[config.mk]
export PLATFORM = sky130hd
export DESIGN_NAME = uart_bus_bridge_flat
export DESIGN_NICKNAME = d
export VERILOG_FILES = /design/src/rtl/uart_bridge_pkg.sv /design/src/rtl/uart_bus_bridge_if.sv /design/src/rtl/uart_bridge_txseq.sv /design/src/rtl/uart_bus_bridge.sv /design/src/flat_wrapper.sv
export SDC_FILE = /design/constraint.sdc
export NUM_CORES = 1
export LEC_CHECK = 0
export BUFFER_PORTS_ARGS = -buffer_cell sky130_fd_sc_hd__buf_2
export CELL_PAD_IN_SITES_DETAIL_PLACEMENT = 1
export CELL_PAD_IN_SITES_GLOBAL_PLACEMENT = 1
export CORE_UTILIZATION = 36
export DETAILED_ROUTE_END_ITERATION = 8
export PLACE_DENSITY = 0.83
export SYNTH_ARGS = -nofsm -noshare
export SYNTH_HDL_FRONTEND = slang
export SYNTH_SLANG_ARGS = --single-unit
[constraint.sdc]
create_clock -name clk -period 1.98 [get_ports clk]
set_clock_uncertainty 0.1 [all_clocks]
set_input_delay 0.198 -clock clk [delete_from_list [all_inputs] [get_ports clk]]
set_output_delay 0.198 -clock clk [all_outputs]
set_load 0.05 [all_outputs]
[src/rtl/uart_bridge_pkg.sv]
// Shared types and constants for the UART-to-bus debug bridge.
// Command/reply byte values, FSM states and a width helper.
package uart_bridge_pkg;

    typedef enum logic [2:0] {
        IDLE,
        ADDR,
        DATA,
        BUS,
        RESP,
        TXWAIT
    } state_t;

    localparam logic [7:0] OP_WR   = 8'h57;
    localparam logic [7:0] OP_RD   = 8'h52;
    localparam logic [7:0] RSP_OK  = 8'h4B;
    localparam logic [7:0] RSP_ERR = 8'h45;

    localparam int TX_GUARD = 4;

    function automatic int clog2(input int v);
        int r;
        r = 0;
        while ((1 << r) < v) r++;
        return r;
    endfunction

endpackage

[src/rtl/uart_bus_bridge_if.sv]
// picorv32-native bus between the bridge (master) and an arbiter port.
// Address is word aligned; wstrb is all-or-nothing.
interface uart_bus_bridge_if;

    logic        mem_valid;
    logic [31:0] mem_addr;
    logic [31:0] mem_wdata;
    logic [3:0]  mem_wstrb;
    logic        mem_ready;
    logic [31:0] mem_rdata;

    modport master (
        output mem_valid, mem_addr, mem_wdata, mem_wstrb,
        input  mem_ready, mem_rdata
    );

    modport slave (
        input  mem_valid, mem_addr, mem_wdata, mem_wstrb,
        output mem_ready, mem_rdata
    );

endinterface

[src/rtl/uart_bridge_txseq.sv]
// Reply sequencer: sends 1 or 4 bytes of a word, LSB first,
// pacing each byte on the uart transmitter busy flag.
module uart_bridge_txseq
    import uart_bridge_pkg::*;
(
    input  logic        clk,
    input  logic        resetn,
    input  logic        start,
    input  logic [31:0] word,
    input  logic [2:0]  count,
    input  logic        tx_busy,
    output logic        tx_load,
    output logic [7:0]  tx_data,
    output logic        done
);

    localparam int GW = clog2(TX_GUARD + 1);

    state_t      state;
    state_t      nxt;
    logic [31:0] sh;
    logic [2:0]  left;
    logic [GW-1:0] guard;
    logic        seen;
    logic        byte_done;

    assign tx_data = sh[7:0];

    // busy never rising within the guard window counts as sent
    assign byte_done = !tx_busy &&
                       (seen || guard >= GW'(TX_GUARD - 1));

    // state register
    always_ff @(posedge clk) begin
        if (!resetn) state <= IDLE;
        else         state <= nxt;
    end

    // next state, load strobe and completion
    always_comb begin
        nxt     = state;
        tx_load = 1'b0;
        done    = 1'b0;
        unique case (state)
            IDLE: if (start) nxt = RESP;
            RESP: begin
                if (!tx_busy) begin
                    tx_load = 1'b1;
                    nxt     = TXWAIT;
                end
            end
            TXWAIT: begin
                if (byte_done) begin
                    if (left == 3'd1) begin
                        done = 1'b1;
                        nxt  = IDLE;
                    end else begin
                        nxt = RESP;
                    end
                end
            end
            default: nxt = IDLE;
        endcase
    end

    // reply word, byte count and per-byte busy tracking
    always_ff @(posedge clk) begin
        if (!resetn) begin
            sh    <= '0;
            left  <= '0;
            guard <= '0;
            seen  <= 1'b0;
        end else begin
            if (state == IDLE && start) begin
                sh   <= word;
                left <= count;
            end
            if (state == RESP) begin
                guard <= '0;
                seen  <= 1'b0;
            end
            if (state == TXWAIT) begin
                if (tx_busy) seen <= 1'b1;
                if (guard != GW'(TX_GUARD)) guard <= guard + GW'(1);
                if (byte_done && left != 3'd1) begin
                    sh   <= sh >> 8;
                    left <= left - 3'd1;
                end
            end
        end
    end

endmodule

[src/rtl/uart_bus_bridge.sv]
// Host debug bridge: W/R byte commands from the uart become
// single bus accesses; replies go back through the sequencer.
module uart_bus_bridge
    import uart_bridge_pkg::*;
#(
    parameter int BYTE_TIMEOUT = 1200000,
    parameter int BUS_TIMEOUT  = 255
) (
    input  logic              clk,
    input  logic              resetn,
    input  logic              rx_valid,
    input  logic [7:0]        rx_data,
    input  logic              tx_busy,
    output logic              tx_load,
    output logic [7:0]        tx_data,
    uart_bus_bridge_if.master bus,
    output logic              busy
);

    localparam int RW = clog2(BYTE_TIMEOUT + 1);
    localparam int MW = clog2(BUS_TIMEOUT + 1);

    state_t        state;
    state_t        nxt;
    logic          op_wr;
    logic [1:0]    idx;
    logic [RW-1:0] rtim;
    logic [MW-1:0] mtim;
    logic          is_op;
    logic          rx_on;
    logic          rx_exp;
    logic          rx_take;
    logic          last;
    logic          bus_hit;
    logic          bus_to;
    logic          tx_start;
    logic          tx_done;
    logic [31:0]   tx_word;
    logic [2:0]    tx_cnt;

    assign is_op   = rx_data == OP_WR || rx_data == OP_RD;
    assign rx_on   = state == ADDR || state == DATA;
    assign rx_exp  = rx_on && rtim == RW'(BYTE_TIMEOUT - 1);
    assign rx_take = rx_on && rx_valid && !rx_exp;
    assign last    = idx == 2'd3;
    assign bus_hit = state == BUS && bus.mem_valid && bus.mem_ready;
    assign bus_to  = state == BUS && bus.mem_valid && !bus.mem_ready &&
                     mtim == MW'(BUS_TIMEOUT - 1);
    assign tx_start = bus_hit || bus_to;
    assign tx_word  = bus_to ? {24'h0, RSP_ERR} :
                      op_wr  ? {24'h0, RSP_OK}  : bus.mem_rdata;
    assign tx_cnt   = (bus_to || op_wr) ? 3'd1 : 3'd4;
    assign busy     = state != IDLE;
    assign bus.mem_wstrb = (bus.mem_valid && op_wr) ? 4'hF : 4'h0;

    // state register
    always_ff @(posedge clk) begin
        if (!resetn) state <= IDLE;
        else         state <= nxt;
    end

    // command decode and access sequencing
    always_comb begin
        nxt = state;
        unique case (state)
            IDLE: if (rx_valid && is_op) nxt = ADDR;
            ADDR: begin
                if (rx_exp)
                    nxt = IDLE;
                else if (rx_take && last)
                    nxt = op_wr ? DATA : BUS;
            end
            DATA: begin
                if (rx_exp)
                    nxt = IDLE;
                else if (rx_take && last)
                    nxt = BUS;
            end
            BUS:  if (tx_start) nxt = RESP;
            RESP: if (tx_done) nxt = IDLE;
            default: nxt = IDLE;
        endcase
    end

    // field shifters, timers and the bus request
    always_ff @(posedge clk) begin
        if (!resetn) begin
            op_wr         <= 1'b0;
            idx           <= '0;
            rtim          <= '0;
            mtim          <= '0;
            bus.mem_valid <= 1'b0;
            bus.mem_addr  <= '0;
            bus.mem_wdata <= '0;
        end else begin
            if (state == IDLE) begin
                idx  <= '0;
                rtim <= '0;
                if (rx_valid && is_op) op_wr <= rx_data == OP_WR;
            end
            if (rx_take) begin
                rtim <= '0;
                idx  <= last ? 2'd0 : idx + 2'd1;
                if (state == ADDR)
                    bus.mem_addr <= {rx_data, bus.mem_addr[31:10], 2'b00};
                else
                    bus.mem_wdata <= {rx_data, bus.mem_wdata[31:8]};
            end else if (rx_on && rtim != RW'(BYTE_TIMEOUT)) begin
                rtim <= rtim + RW'(1);
            end
            if (state == BUS) begin
                bus.mem_valid <= !tx_start;
                if (bus.mem_valid && !bus.mem_ready &&
                    mtim != MW'(BUS_TIMEOUT))
                    mtim <= mtim + MW'(1);
            end else begin
                mtim <= '0;
            end
        end
    end

    uart_bridge_txseq u_txseq (
        .clk     (clk),
        .resetn  (resetn),
        .start   (tx_start),
        .word    (tx_word),
        .count   (tx_cnt),
        .tx_busy (tx_busy),
        .tx_load (tx_load),
        .tx_data (tx_data),
        .done    (tx_done)
    );

endmodule

[src/flat_wrapper.sv]
// flat-port wrapper written by rule: the top's interface ports become plain ports
module uart_bus_bridge_flat import uart_bridge_pkg::*;
#(
    parameter int BYTE_TIMEOUT = 1200000,
    parameter int BUS_TIMEOUT  = 255
)
  (clk, resetn, rx_valid, rx_data, tx_busy, tx_load, tx_data, busy, bus_mem_valid, bus_mem_addr, bus_mem_wdata, bus_mem_wstrb, bus_mem_ready, bus_mem_rdata);
  uart_bus_bridge_if bus_i ();
  input  logic clk;
  input  logic resetn;
  input  logic rx_valid;
  input  logic [7:0] rx_data;
  input  logic tx_busy;
  output logic tx_load;
  output logic [7:0] tx_data;
  output logic busy;
  output wire logic [$bits(bus_i.mem_valid)-1:0] bus_mem_valid;
  output wire logic [$bits(bus_i.mem_addr)-1:0] bus_mem_addr;
  output wire logic [$bits(bus_i.mem_wdata)-1:0] bus_mem_wdata;
  output wire logic [$bits(bus_i.mem_wstrb)-1:0] bus_mem_wstrb;
  input wire logic [$bits(bus_i.mem_ready)-1:0] bus_mem_ready;
  input wire logic [$bits(bus_i.mem_rdata)-1:0] bus_mem_rdata;
  assign bus_mem_valid = bus_i.mem_valid;
  assign bus_mem_addr = bus_i.mem_addr;
  assign bus_mem_wdata = bus_i.mem_wdata;
  assign bus_mem_wstrb = bus_i.mem_wstrb;
  assign bus_i.mem_ready = bus_mem_ready;
  assign bus_i.mem_rdata = bus_mem_rdata;
  uart_bus_bridge #(.BYTE_TIMEOUT(BYTE_TIMEOUT), .BUS_TIMEOUT(BUS_TIMEOUT)) u_core (.clk(clk), .resetn(resetn), .rx_valid(rx_valid), .rx_data(rx_data), .tx_busy(tx_busy), .tx_load(tx_load), .tx_data(tx_data), .bus(bus_i), .busy(busy));
endmodule
Word-level counts from Yosys, hierarchy flattened
Index checks and enable logic that the tools add are counted.
{"block": "classes", "add_sub_neg": 5, "magnitude_cmp": 1, "eq_ne": 24, "mux": 39, "bitwise_logic": 2, "n_reduce_logical": 37}
{"op": "32-bit 2-to-1 mux", "n": 5}
{"op": "3-bit 2-to-1 mux", "n": 17}
{"op": "21-bit 2-to-1 mux", "n": 2}
{"op": "21-bit by 1-bit adder with 21-bit output, second input constant", "n": 1}
{"op": "21-bit == test, second input constant", "n": 1}
{"op": "21-bit != test, second input constant", "n": 1}
{"op": "8-bit by 7-bit == test with 1-bit output, second input constant", "n": 2}
{"op": "1-bit logical AND", "n": 16}
{"op": "3-bit case mux with 5 select lines", "n": 1}
{"op": "3-bit == test, second input constant", "n": 3}
{"op": "1-bit 2-to-1 mux", "n": 9}
{"op": "3-bit case mux with 3 select lines", "n": 1}
{"op": "8-bit by 1-bit adder with 8-bit output, second input constant", "n": 1}
{"op": "8-bit == test, second input constant", "n": 1}
{"op": "2-bit by 1-bit != test with 1-bit output, second input constant", "n": 4}
{"op": "8-bit != test, second input constant", "n": 1}
{"op": "2-bit AND reduction", "n": 4}
{"op": "3-bit by 1-bit == test with 1-bit output, second input constant", "n": 2}
{"op": "3-bit by 2-bit == test with 1-bit output, second input constant", "n": 2}
{"op": "3-bit logical NOT", "n": 2}
{"op": "2-bit 2-to-1 mux", "n": 3}
{"op": "3-bit by 2-bit != test with 1-bit output, second input constant", "n": 2}
{"op": "1-bit logical OR", "n": 5}
{"op": "5-bit AND reduction", "n": 1}
{"op": "other kinds (15)", "n": 21}
{"block": "word_totals", "ff_bits": 140, "input_bits": 45, "output_inout_bits": 79, "elab_cells": 121}

Logic depth before layout (Yosys ltp)
Gate-level depths: netlist of the first run.
{"block": "depth", "depth_word": 9, "mapped_depth": 8, "depth_no_buf": 7}

Hierarchy
From an unflattened synthesis of the first run, not the netlist that was laid out.
{"block": "unflattened", "hier_cells": 814, "area_unflattened_um2": 6621.4}
{"module": "uart_bus_bridge", "n_inst": 1, "cells_per_inst": 573, "area_each_um2": 4561.9, "seq_area_each_um2": 1961.9}
{"module": "uart_bridge_txseq", "n_inst": 1, "cells_per_inst": 241, "area_each_um2": 2059.5, "seq_area_each_um2": 820.8}

Worst setup path after synthesis of the first run
OpenSTA, ideal clock, no wires.
{"block": "synth_timing", "kind": "reg2reg", "startpoint": "register u_core.bus.mem_valid", "endpoint": "register u_core.u_txseq.sh[17]", "setup_time_ns": 0.123, "arrival_ns": 1.967, "required_ns": 1.757, "slack_ns": -0.210, "path_stages_with_launch": 8, "path_buffers": 2, "period_less_slack_ns": 2.190, "cell_sequence": "dfxtp_1 -> nor3b_1 -> nand2_1 -> or2_2 -> clkbuf_1 -> clkbuf_1 -> a221oi_1 -> nor2_1"}
{"block": "synth_via", "elab_chain_len": 8, "elab_cells_between_ends": 10, "classes_between": "mux (4); reduce/logical (6)"}
{"element": "start: declaration", "line": "uart_bus_bridge_if.sv:13", "rtl": "output mem_valid, mem_addr, mem_wdata, mem_wstrb,"}
{"element": "start signal: assignment", "line": "uart_bus_bridge.sv:112", "rtl": "bus.mem_valid <= !tx_start;"}
{"element": "1-bit logical AND (*)", "line": "uart_bus_bridge.sv:46, uart_bus_bridge.sv:47"}
{"element": "1-bit logical AND (2 in a row)", "line": "uart_bus_bridge.sv:47", "rtl": "assign bus_to = state == BUS && bus.mem_valid && !bus.mem_ready &&"}
{"element": "1-bit logical OR", "line": "uart_bus_bridge.sv:49", "rtl": "assign tx_start = bus_hit || bus_to;"}
{"element": "1-bit logical AND", "line": "uart_bridge_txseq.sv:74", "rtl": "if (state == IDLE && start) begin"}
{"element": "32-bit 2-to-1 mux (*)", "line": "uart_bridge_txseq.sv:74"}
{"element": "32-bit 2-to-1 mux", "line": "uart_bridge_txseq.sv:85", "rtl": "if (byte_done && left != 3'd1) begin"}
{"element": "32-bit 2-to-1 mux (*)", "line": "uart_bridge_txseq.sv:82", "rtl": "if (state == TXWAIT) begin"}
{"element": "end signal: assignment", "line": "uart_bridge_txseq.sv:75", "rtl": "sh <= word;"}
{"element": "end signal: assignment", "line": "uart_bridge_txseq.sv:86", "rtl": "sh <= sh >> 8;"}
{"element": "end: declaration", "line": "uart_bridge_txseq.sv:21", "rtl": "logic [31:0] sh;"}
Every way passes the cells marked *; elsewhere a longest branch is shown, timed or not.
A chain may end at the register's enable or synchronous reset.

Worst setup path in the final report of the first run
{"block": "layout_timing", "startpoint": "register u_core.rtim[18]", "endpoint": "register u_core.bus.mem_addr[18]"}
{"block": "layout_via", "elab_chain_len": 5}
{"element": "start: declaration", "line": "uart_bus_bridge.sv:27", "rtl": "logic [RW-1:0] rtim;"}
{"element": "start signal: assignment", "line": "uart_bus_bridge.sv:109", "rtl": "rtim <= rtim + RW'(1);"}
{"element": "21-bit == test", "line": "uart_bus_bridge.sv:43", "rtl": "assign rx_exp = rx_on && rtim == RW'(BYTE_TIMEOUT - 1);"}
{"element": "1-bit logical AND", "line": "uart_bus_bridge.sv:43"}
{"element": "1-bit logical NOT", "line": "uart_bus_bridge.sv:44", "rtl": "assign rx_take = rx_on && rx_valid && !rx_exp;"}
{"element": "1-bit logical AND", "line": "uart_bus_bridge.sv:44"}
{"element": "2-bit AND reduction (no line)"}
{"element": "end signal: assignment", "line": "uart_bus_bridge.sv:105", "rtl": "bus.mem_addr <= {rx_data, bus.mem_addr[31:10], 2'b00};"}
{"element": "end: declaration", "line": "uart_bus_bridge_if.sv:13"}
No other way between the ends.

==> results of run 1 <==
[flip-flops by register name, summed over array words and instances, names as in the netlist, 3 cells and up]
name	flops
u_core.bus.mem_addr	30
u_core.state	3
u_core.u_txseq.guard	3
u_core.rtim	21
u_core.bus.mem_wdata	32
u_core.mtim	8
u_core.u_txseq.sh	32
u_core.u_txseq.left	3
[cells by family after synthesis]
group,synth area share
flops,0.456
fa+ha+maj,0.0205
simple gates,0.253
mux,0.0322
buf+inv,0.0622
other cells,0.000615
xor+xnor,0.0101
compound gates,0.165
[through the flow]
step                instances  utilization  hold WS, ns
detailed placement       1095        0.447        0.338
finish                   1179        0.539       0.0569
global placement         1095        0.447        0.334
floorplan                 747            -        0.217
CTS                      1166        0.513      0.00524
global route             1179        0.539       0.0500
[report_power, final]
group	switching (uW)	total (uW)	internal, uW
Sequential	17.6	2830	2810
Combinational	410	687	277
Clock	1260	3190	1920
[cell usage in the layout, fill, tap and decap left out, types with 4 or more instances in the layout]
cell type | synthesis | final
a221oi_2 | 0 | 14
clkbuf_16 | 0 | 19
buf_4 | 14 | 73
buf_12 | 0 | 9
nand3_1 | 90 | 81
dfxtp_2 | 0 | 11
nor3_1 | 5 | 5
buf_2 | 3 | 121
nand2_1 | 105 | 104
nor2_1 | 67 | 64
o21ai_0 | 53 | 29
or3_1 | 6 | 5
nand3_2 | 0 | 9
and3_1 | 7 | 6
a31oi_1 | 9 | 7
o21ai_1 | 36 | 55
mux2_2 | 13 | 13
inv_1 | 16 | 15
ha_1 | 10 | 5
dfxtp_1 | 139 | 127
buf_6 | 1 | 9
mux2i_1 | 5 | 5
o21ai_2 | 0 | 5
dlygate4sd3_1 | 0 | 36
nand2b_1 | 5 | 5
xor2_1 | 4 | 4
a21oi_1 | 14 | 11
nand4_1 | 10 | 10
a22oi_1 | 10 | 10
[final cells by class]
type | count | area, um2 | area share
inverter | 16 | 60.1 | 0.00672
multi-input combinational | 525 | 3380 | 0.378
clock buffer | 21 | 470 | 0.0526
tap | 220 | 275 | 0.0308
timing repair buffer | 251 | 1860 | 0.208
clock inverter | 7 | 93.8 | 0.0105
sequential | 139 | 2800 | 0.313
[routing by layer]
layer	routed length (um)	vias up	part of all wire
met1	10500	3373	0.38
met2	14100	338	0.51
met3	1620	125	0.059
met5	0	-	0
met4	1530	0	0.055
li1	-	3023	-
[how the worst max path moves through the flow]
stage	start	to	slack [ns]	cells after the start
3_3_place_gp	u_core.rtim[13]$_SDFFE_PP0P_	u_core.rtim[20]$_SDFFE_PP0P_	0.01	6
2_1_floorplan	u_core.rtim[18]$_SDFFE_PP0P_	u_core.rtim[5]$_SDFFE_PP0P_	-0.04	6
6_report	u_core.rtim[18]$_SDFFE_PP0P_	u_core.bus.mem_addr[18]$_SDFFE_PN0P_	-0.43	8
4_1_cts	u_core.rtim[18]$_SDFFE_PP0P_	u_core.state[0]$_SDFFE_PN0P_	-0.13	6
5_1_grt	u_core.rtim[18]$_SDFFE_PP0P_	u_core.bus.mem_addr[18]$_SDFFE_PN0P_	-0.48	8
3_5_place_dp	u_core.rtim[1]$_SDFFE_PP0P_	u_core.state[0]$_SDFFE_PN0P_	-0.06	7
[critical path: stages (launching register included)]
cell and delay, ns:
dfxtp_2 0.32, or4b_4 0.57, nor4_4 0.25, buf_4 0.21, buf_4 0.12, buf_4 0.11, a2111oi_4 0.07, buf_12 0.18
o21ai_0 0.34
[repair_timing]
action,CTS,global route
pin swaps,8,16
gates resized for setup,26,96
setup buffers,8,6
cloned,0,7
hold buffers,36,0
hold endpoints to repair,42,0
setup endpoints to repair,105,128
==> reports/metrics.yaml, run 1 <==
fin_tns_setup_ns: -21.20
drive_above_1_share: 0.355
reg2reg_from: "u_core.rtim[18]$_SDFFE_PP0P_"
dp.final_hpwl_um: 12500
end_kind: "flop"
ys_seq_area_frac: 0.456
wire_per_inst_um: 23.5
h-tree-depth: 4
fin_crit_sh: 1.22
place.gp.congestion: 0.799
grt_pass1_vias: 6937
postSynthAreaPerCell_um2: 8.17
synth_cell_types: 56
min_from: "bus_mem_rdata[0]"
via_per_inst: 5.82
first_iter_violations: 502
syn_to_final_growth_pct: 46.7
first_pass_iters: 5
die-width_um: 132
path_max_fanout: 48
finalNetCount: 1005
met1_usage: 0.281
outcome: "complete, but fails checks"
slew_headroom: 0.586
globalRouteTotalUtil: 0.262
nFillCells: 1933
yosysTopAreaCellShare: 0.456
vias: 6859
yosys-top-cells-count: "dfxtp_1, nand2_1, nand3_1"
wl_um: 27800
synth_ff_type: "dfxtp_1"
cp_data_required_time_ns: 2.19
synth_edf_count: 0
hold_end: "u_core.u_txseq.sh[0]$_SDFF_PN0_"
yosys_warnings: 0
drc_errors: 0
period_needed_ns: 2.41
overflow: 0
preCtsSetupSlack_ns: -0.0632
max-cap-violations: 0
yosys.area.top_type: "dfxtp_1"
setup_violations: 105
ir_worst_vdd_uv: 580
setup_slack_ns: -0.428
antenna_found_initial: 0
final_area_um2: 8940
start_util: 0.368
diodes: 0
synth_cells: 746
drv_slew: 0
critical_path_class: "flop to flop"
syn_area_um2: 6100
io_buffers: 121
fin_total_pwr_uw: 6700
p_per_area_nw_per_um2: 750
clk_path_buf_depth: 2
fmax_mhz: 415
die-area_um2: 17500
crit_arrival_ns: 2.61
worstRegToRegCells: 8
ant_nets: 0
core_um2: 16600
clk_pin_slew_ns: 0.06
reg2reg_to: "u_core.bus.mem_addr[18]$_SDFFE_PN0P_"
async_flop_share: 0
grt_max_degree: 49
worstSkewPairLatency_ns: 0.43
ys_seq_elements: 139
rrSetupSlack_ns: -0.43
grt_busiest_layer: "met2"
hold_depth: 3
grt_setup_unrepaired: "yes"
worst_pin_slew_ns: 0.620
fp.dieH_um: 132
power.leakage_uw: 0.00352
yosysMostFrequentCell: "dfxtp_1"
cts_sinks: 139
start_kind: "flop"
hold_viol_final: 0
place_area_um2: 7410
grt_pass1_wl_um: 35900
violations: "negative setup slack"
num_rows: 47
pin_count: 124
grtUsageMet2: 0.475
tritoncts: "built"
cts_made_buffers: 17
grt_util_met3: 0.0592
clockRootBuffer: "clkbuf_16"
synth_area_leaders: "dfxtp_1, nand3_1, nand2_1"
hold_path.class: "primary input to flop"
Note: power is estimated with default switching activity, not from simulation.
==> inputs of run 2 (changes only) <==
--- a/config.mk
+++ b/config.mk
@@ -8,6 +8,7 @@
 export BUFFER_PORTS_ARGS = -buffer_cell sky130_fd_sc_hd__buf_2
 export CELL_PAD_IN_SITES_DETAIL_PLACEMENT = 1
 export CELL_PAD_IN_SITES_GLOBAL_PLACEMENT = 1
+export CORE_ASPECT_RATIO = 1.25
 export CORE_UTILIZATION = 36
 export DETAILED_ROUTE_END_ITERATION = 8
 export PLACE_DENSITY = 0.83
==> run 2 against run 1 <==
The flow still finishes with violations (negative setup slack). Final cell count is the same. Global-route usage shrank 3.1 points. Sequential share of layout area is 1.3 points lower. Register-to-register slack improved by 0.23 ns. Setup slack improved by 0.23 ns. Cell area grew 4.5%. Largest cell class unchanged.
==> reports/metrics.yaml, run 2 (synthesized netlist as in run 1, its figures left out) <==
ant_nets: 0
clk_pin_slew_ns: 0.06
worst_pin_slew_ns: 0.645
max-cap-violations: 0
place.gp.congestion: 0.807
hold_end: "u_core.u_txseq.sh[0]$_SDFF_PN0_"
core_um2: 16400
grt_pass1_wl_um: 31800
hold_viol_final: 0
first_pass_iters: 5
clk_path_buf_depth: 2
preCtsSetupSlack_ns: -0.119
period_needed_ns: 2.18
reg2reg_to: "u_core.u_txseq.sh[1]$_SDFF_PN0_"
wire_per_inst_um: 22.4
hold_path.class: "primary input to flop"
cts_sinks: 139
die-area_um2: 17500
h-tree-depth: 4
ir_worst_vdd_uv: 609
violations: "negative setup slack"
worstRegToRegCells: 8
path_max_fanout: 8
dp.final_hpwl_um: 12000
critical_path_class: "flop to flop"
biggestRegsByFlops: "u_core.bus.mem_wdata x32, u_core.u_txseq.sh x32, u_core.bus.mem_addr x30"
mostFrequentLayoutCell: "dfxtp_1"
syn_to_final_growth_pct: 53.3
cp_data_required_time_ns: 2.19
overflow: 0
first_iter_violations: 385
setup_slack_ns: -0.198
clockRootBuffer: "clkbuf_16"
tritoncts: "built"
fin_total_pwr_uw: 6610
grt_setup_unrepaired: "yes"
final_cell_mix: "dfxtp_1, buf_2, nand2_1"
slew_headroom: 0.570
globalRouteTotalUtil: 0.231
antenna_found_initial: 0
hold_depth: 3
power.leakage_uw: 0.00358
rrSetupSlack_ns: -0.20
vias: 6842
grt_max_degree: 92
fp.dieH_um: 148
crit_arrival_ns: 2.39
pin_count: 124
diodes: 0
setup_violations: 116
nFillCells: 1874
die-width_um: 118
wl_um: 26400
drive_above_1_share: 0.405
drc_errors: 0
fin_crit_sh: 1.10
p_per_area_nw_per_um2: 707
end_kind: "flop"
via_per_inst: 5.80
io_buffers: 121
start_util: 0.372
cts_made_buffers: 17
worstSkewPairLatency_ns: 0.44
fmax_mhz: 459
start_kind: "flop"
reg2reg_from: "u_core.u_txseq.guard[1]$_SDFF_PN0_"
num_rows: 52
drv_slew: 0
finalNetCount: 1005
min_from: "bus_mem_rdata[0]"
outcome: "complete, but fails checks"
grt_pass1_vias: 6353
-- run 2: changes by cell type in the layout (fill, tap and decap cells not counted), moves of 4 or more --
| cell | change |
|---|---|
| nand3_2 | +21 |
| nor2_2 | +8 |
| nor2_1 | -9 |
| dfxtp_1 | -4 |
| nand3_1 | -23 |
| buf_6 | +4 |
| o21ai_1 | -11 |
| buf_4 | -13 |
| clkbuf_16 | +7 |
| o21ai_2 | +11 |
| a31o_4 | +4 |
-- run 2: routing by layer --
| metal | share of wire | up-vias | GRT usage |
|---|---|---|---|
| met5 | 0 | - | 0 |
| met4 | 0.052 | 0 | 0.111 |
| li1 | - | 3047 | - |
| met1 | 0.38 | 3430 | 0.249 |
| met2 | 0.53 | 259 | 0.429 |
| met3 | 0.044 | 106 | 0.0486 |
-- run 2: worst max-delay path by stage --
stage | startpoint | endpoint | slack [ns] | cells after the start
after floorplan | u_core.rtim[18]$_SDFFE_PP0P_ | u_core.rtim[5]$_SDFFE_PP0P_ | -0.04 | 6
final | u_core.u_txseq.guard[1]$_SDFF_PN0_ | u_core.u_txseq.sh[1]$_SDFF_PN0_ | -0.20 | 8
after global placement | u_core.rtim[18]$_SDFFE_PP0P_ | u_core.bus.mem_wdata[16]$_SDFFE_PN0P_ | -0.07 | 7
after detailed placement | u_core.rtim[18]$_SDFFE_PP0P_ | u_core.rtim[2]$_SDFFE_PP0P_ | -0.12 | 6
after CTS | u_core.rtim[0]$_SDFFE_PP0P_ | u_core.bus.mem_wdata[16]$_SDFFE_PN0P_ | -0.11 | 8
after global routing | u_core.rtim[16]$_SDFFE_PP0P_ | u_core.bus.mem_addr[5]$_SDFFE_PN0P_ | -0.27 | 8
-- run 2: critical path, cell delays in order, from the launching register on --
cell and delay, ns:
dfxtp_1 0.34, ha_4 0.18, ha_4 0.16, a2111oi_4 0.46, or4_4 0.29, buf_12 0.15, o21ai_1 0.09, a21oi_1 0.20
nor2_1 0.08
-- run 2: cell type report --
class	instances	area (um2)	area share
sequential	139	2810	0.300
timing repair buffer	249	2020	0.216
inverter	16	60.1	0.00642
clock buffer	22	454	0.0486
tap	216	270	0.0289
clock inverter	10	92.6	0.00990
multi-input combinational	527	3640	0.390
-- run 2: stage by stage --
| stage | utilization | instance area, um2 | std cells | TNS [ns] | hold slack (ns) |
|---|---|---|---|---|---|
| floorplan | - | 6190 | 747 | -0.683 | 0.217 |
| global route | 0.570 | 9350 | 1179 | -18.05 | 0.0139 |
| finish | 0.570 | 9350 | 1179 | -10.21 | 0.00772 |
| detailed placement | 0.444 | 7280 | 1075 | -7.13 | 0.342 |
| global placement | 0.444 | 7280 | 1075 | -2.88 | 0.333 |
| CTS | 0.512 | 8400 | 1148 | -4.86 | 0.00184 |
-- run 2: report_power, final --
group	switching (uW)	internal (uW)	total, uW
registers	16.2	2810	2830
logic	436	314	751
clock network	1280	1760	3030
-- run 2: timing repair --
| item | CTS | global route |
|---|---|---|
| endpoints found under the setup margin | 109 | 126 |
| buffers inserted | 3 | 17 |
| endpoints found under the hold margin | 43 | 1 |
| pin swaps | 8 | 55 |
| gates cloned | 3 | 14 |
| hold buffers | 35 | 1 |
| resized for setup | 25 | 158 |
==> inputs of run 3 (changes only) <==
--- a/config.mk
+++ b/config.mk
@@ -12,6 +12,7 @@
 export CORE_UTILIZATION = 36
 export DETAILED_ROUTE_END_ITERATION = 8
 export PLACE_DENSITY = 0.83
+export REMOVE_ABC_BUFFERS = 1
 export SYNTH_ARGS = -nofsm -noshare
 export SYNTH_HDL_FRONTEND = slang
 export SYNTH_SLANG_ARGS = --single-unit
==> run 3 against run 2 <==
The run still ends with negative setup slack left. Via count grew 1.5%. Sequential power is essentially flat. First-iteration DRC count grew 24%. Cell area increased by 0.86%. Critical path depth fell by 1. Global-route usage is 2.2 points higher. Core utilization up 0.49 points. Clock power rose by 12%. Final cell count increased by 0.34%. Die area unchanged. Wire length grew 6.3%.
==> reports/metrics.yaml, run 3 (synthesized netlist as in run 1, its figures left out) <==
p_per_area_nw_per_um2: 744
hold_viol_final: 0
hold_end: "u_core.u_txseq.sh[6]$_SDFF_PN0_"
violations: "negative setup slack"
slowest_stage: "or4b_4"
syn_to_final_growth_pct: 54.6
setup_slack_ns: -0.392
slew_headroom: 0.643
reg2reg_to: "u_core.state[0]$_SDFFE_PN0P_"
ant_nets: 0
clockRootBuffer: "clkbuf_16"
path_buf_inv: 2
cp_data_required_time_ns: 2.20
outcome: "complete, but fails checks"
cts_made_buffers: 17
drc_errors: 0
worstRegToRegCells: 7
grt_max_degree: 81
final_cell_mix: "dfxtp_1, buf_2, nand2_1"
path_max_fanout: 4
worst_pin_slew_ns: 0.533
dp.cells: 1083
pin_count: 124
ir_worst_vdd_uv: 446
crit_path_max_incr_delay_ns: 0.56
tritoncts: "built"
first_iter_violations: 476
finalNetCount: 1009
overflow: 0
first_pass_iters: 5
start_kind: "flop"
cts_sinks: 139
antenna_found_initial: 0
final_area_um2: 9430
power.leakage_uw: 0.00363
die-area_um2: 17500
die-width_um: 118
mostFrequentLayoutCell: "dfxtp_1"
fmax_mhz: 422
clk_path_buf_depth: 2
hold_path.class: "primary input to flop"
num_rows: 52
grt_pass1_vias: 6875
rrSetupSlack_ns: -0.39
h-tree-depth: 4
fp.dieH_um: 148
io_buffers: 121
stdcell_count: 1183
place.gp.congestion: 0.808
max-cap-violations: 0
critical_path_class: "flop to flop"
wl_um: 28000
fin_crit_sh: 1.20
dp.final_hpwl_um: 11900
vias: 6947
grt_pass1_wl_um: 35000
core_um2: 16400
via_per_inst: 5.87
setup_violations: 126
path_delay_family: "simple AND/OR/NAND/NOR gates"
wire_per_inst_um: 23.7
hold_depth: 3
clk_pin_slew_ns: 0.06
min_from: "bus_mem_rdata[6]"
drv_slew: 0
fin_total_pwr_uw: 7020
drive_above_1_share: 0.406
start_util: 0.372
biggestRegsByFlops: "u_core.bus.mem_wdata x32, u_core.u_txseq.sh x32, u_core.bus.mem_addr x30"
worstSkewPairLatency_ns: 0.43
place_area_um2: 7270
reg2reg_from: "u_core.rtim[16]$_SDFFE_PP0P_"
cp.depth: 7
worstPathCellList: "or4b_4 -> nor4_4 -> buf_6 -> nand2_4 -> a311oi_2 -> buf_4 -> mux2i_1"
crit_arrival_ns: 2.59
grt_setup_unrepaired: "yes"
end_kind: "flop"
period_needed_ns: 2.37
globalRouteTotalUtil: 0.253
diodes: 0
preCtsSetupSlack_ns: -0.252
==> run 3: stage by stage <==
stage | setup TNS (ns) | hold WS, ns | utilization
final | -29.50 | 0.0496 | 0.575
after detailed placement | -18.79 | 0.341 | 0.444
after global placement | -12.64 | 0.333 | 0.444
after global routing | -35.62 | 0.0568 | 0.575
after floorplan | -223.09 | 0.212 | -
after CTS | -9.61 | 0.00775 | 0.528
==> run 3: worst max-delay path by stage <==
stage / startpoint / endpoint / slack (ns)
floorplan: u_core.rtim[0]$_SDFFE_PP0P_ / u_core.bus.mem_addr[10]$_SDFFE_PN0P_ / -3.98
global placement: u_core.rtim[12]$_SDFFE_PP0P_ / u_core.rtim[16]$_SDFFE_PP0P_ / -0.16
detailed placement: u_core.rtim[12]$_SDFFE_PP0P_ / u_core.rtim[2]$_SDFFE_PP0P_ / -0.25
CTS: u_core.rtim[12]$_SDFFE_PP0P_ / u_core.bus.mem_addr[11]$_SDFFE_PN0P_ / -0.17
global route: u_core.rtim[16]$_SDFFE_PP0P_ / u_core.state[0]$_SDFFE_PN0P_ / -0.43
finish: u_core.rtim[16]$_SDFFE_PP0P_ / u_core.state[0]$_SDFFE_PN0P_ / -0.39
==> run 3: layout make-up <==
| type | instances | area (um2) |
|---|---|---|
| fillers | 1859 | 6970 |
| multi-input cells | 527 | 3630 |
| flip-flops and latches | 139 | 2800 |
| repair buffers | 253 | 2060 |
| clock buffers | 22 | 474 |
| well taps | 216 | 270 |
| clock inverters | 10 | 139 |
| inverters | 16 | 60.1 |
==> run 3: metal layers <==
metal	vias up	wire length [um]	GRT usage
li1	3054	-	-
met1	3497	10600	0.261
met2	286	14700	0.462
met3	110	1230	0.0613
met4	0	1470	0.158
met5	-	0	0
==> run 3: repair_timing <==
item | CTS | global route
setup buffers | 8 | 12
pin swaps | 22 | 39
gates resized for setup | 58 | 142
hold buffers | 35 | 0
cloned | 6 | 9
endpoints found under the hold margin | 43 | 0
endpoints found under the setup margin | 125 | 125
==> run 3: tightest hold or removal path, stage by stage <==
cell and delay [ns]:
buf_2 0.09, o221ai_1 0.11, a21oi_1 0.14
==> run 3: power breakdown <==
part | total, uW | switching [uW] | internal [uW]
Combinational | 788 | 460 | 329
Sequential | 2830 | 21.6 | 2810
Clock | 3390 | 1310 | 2080
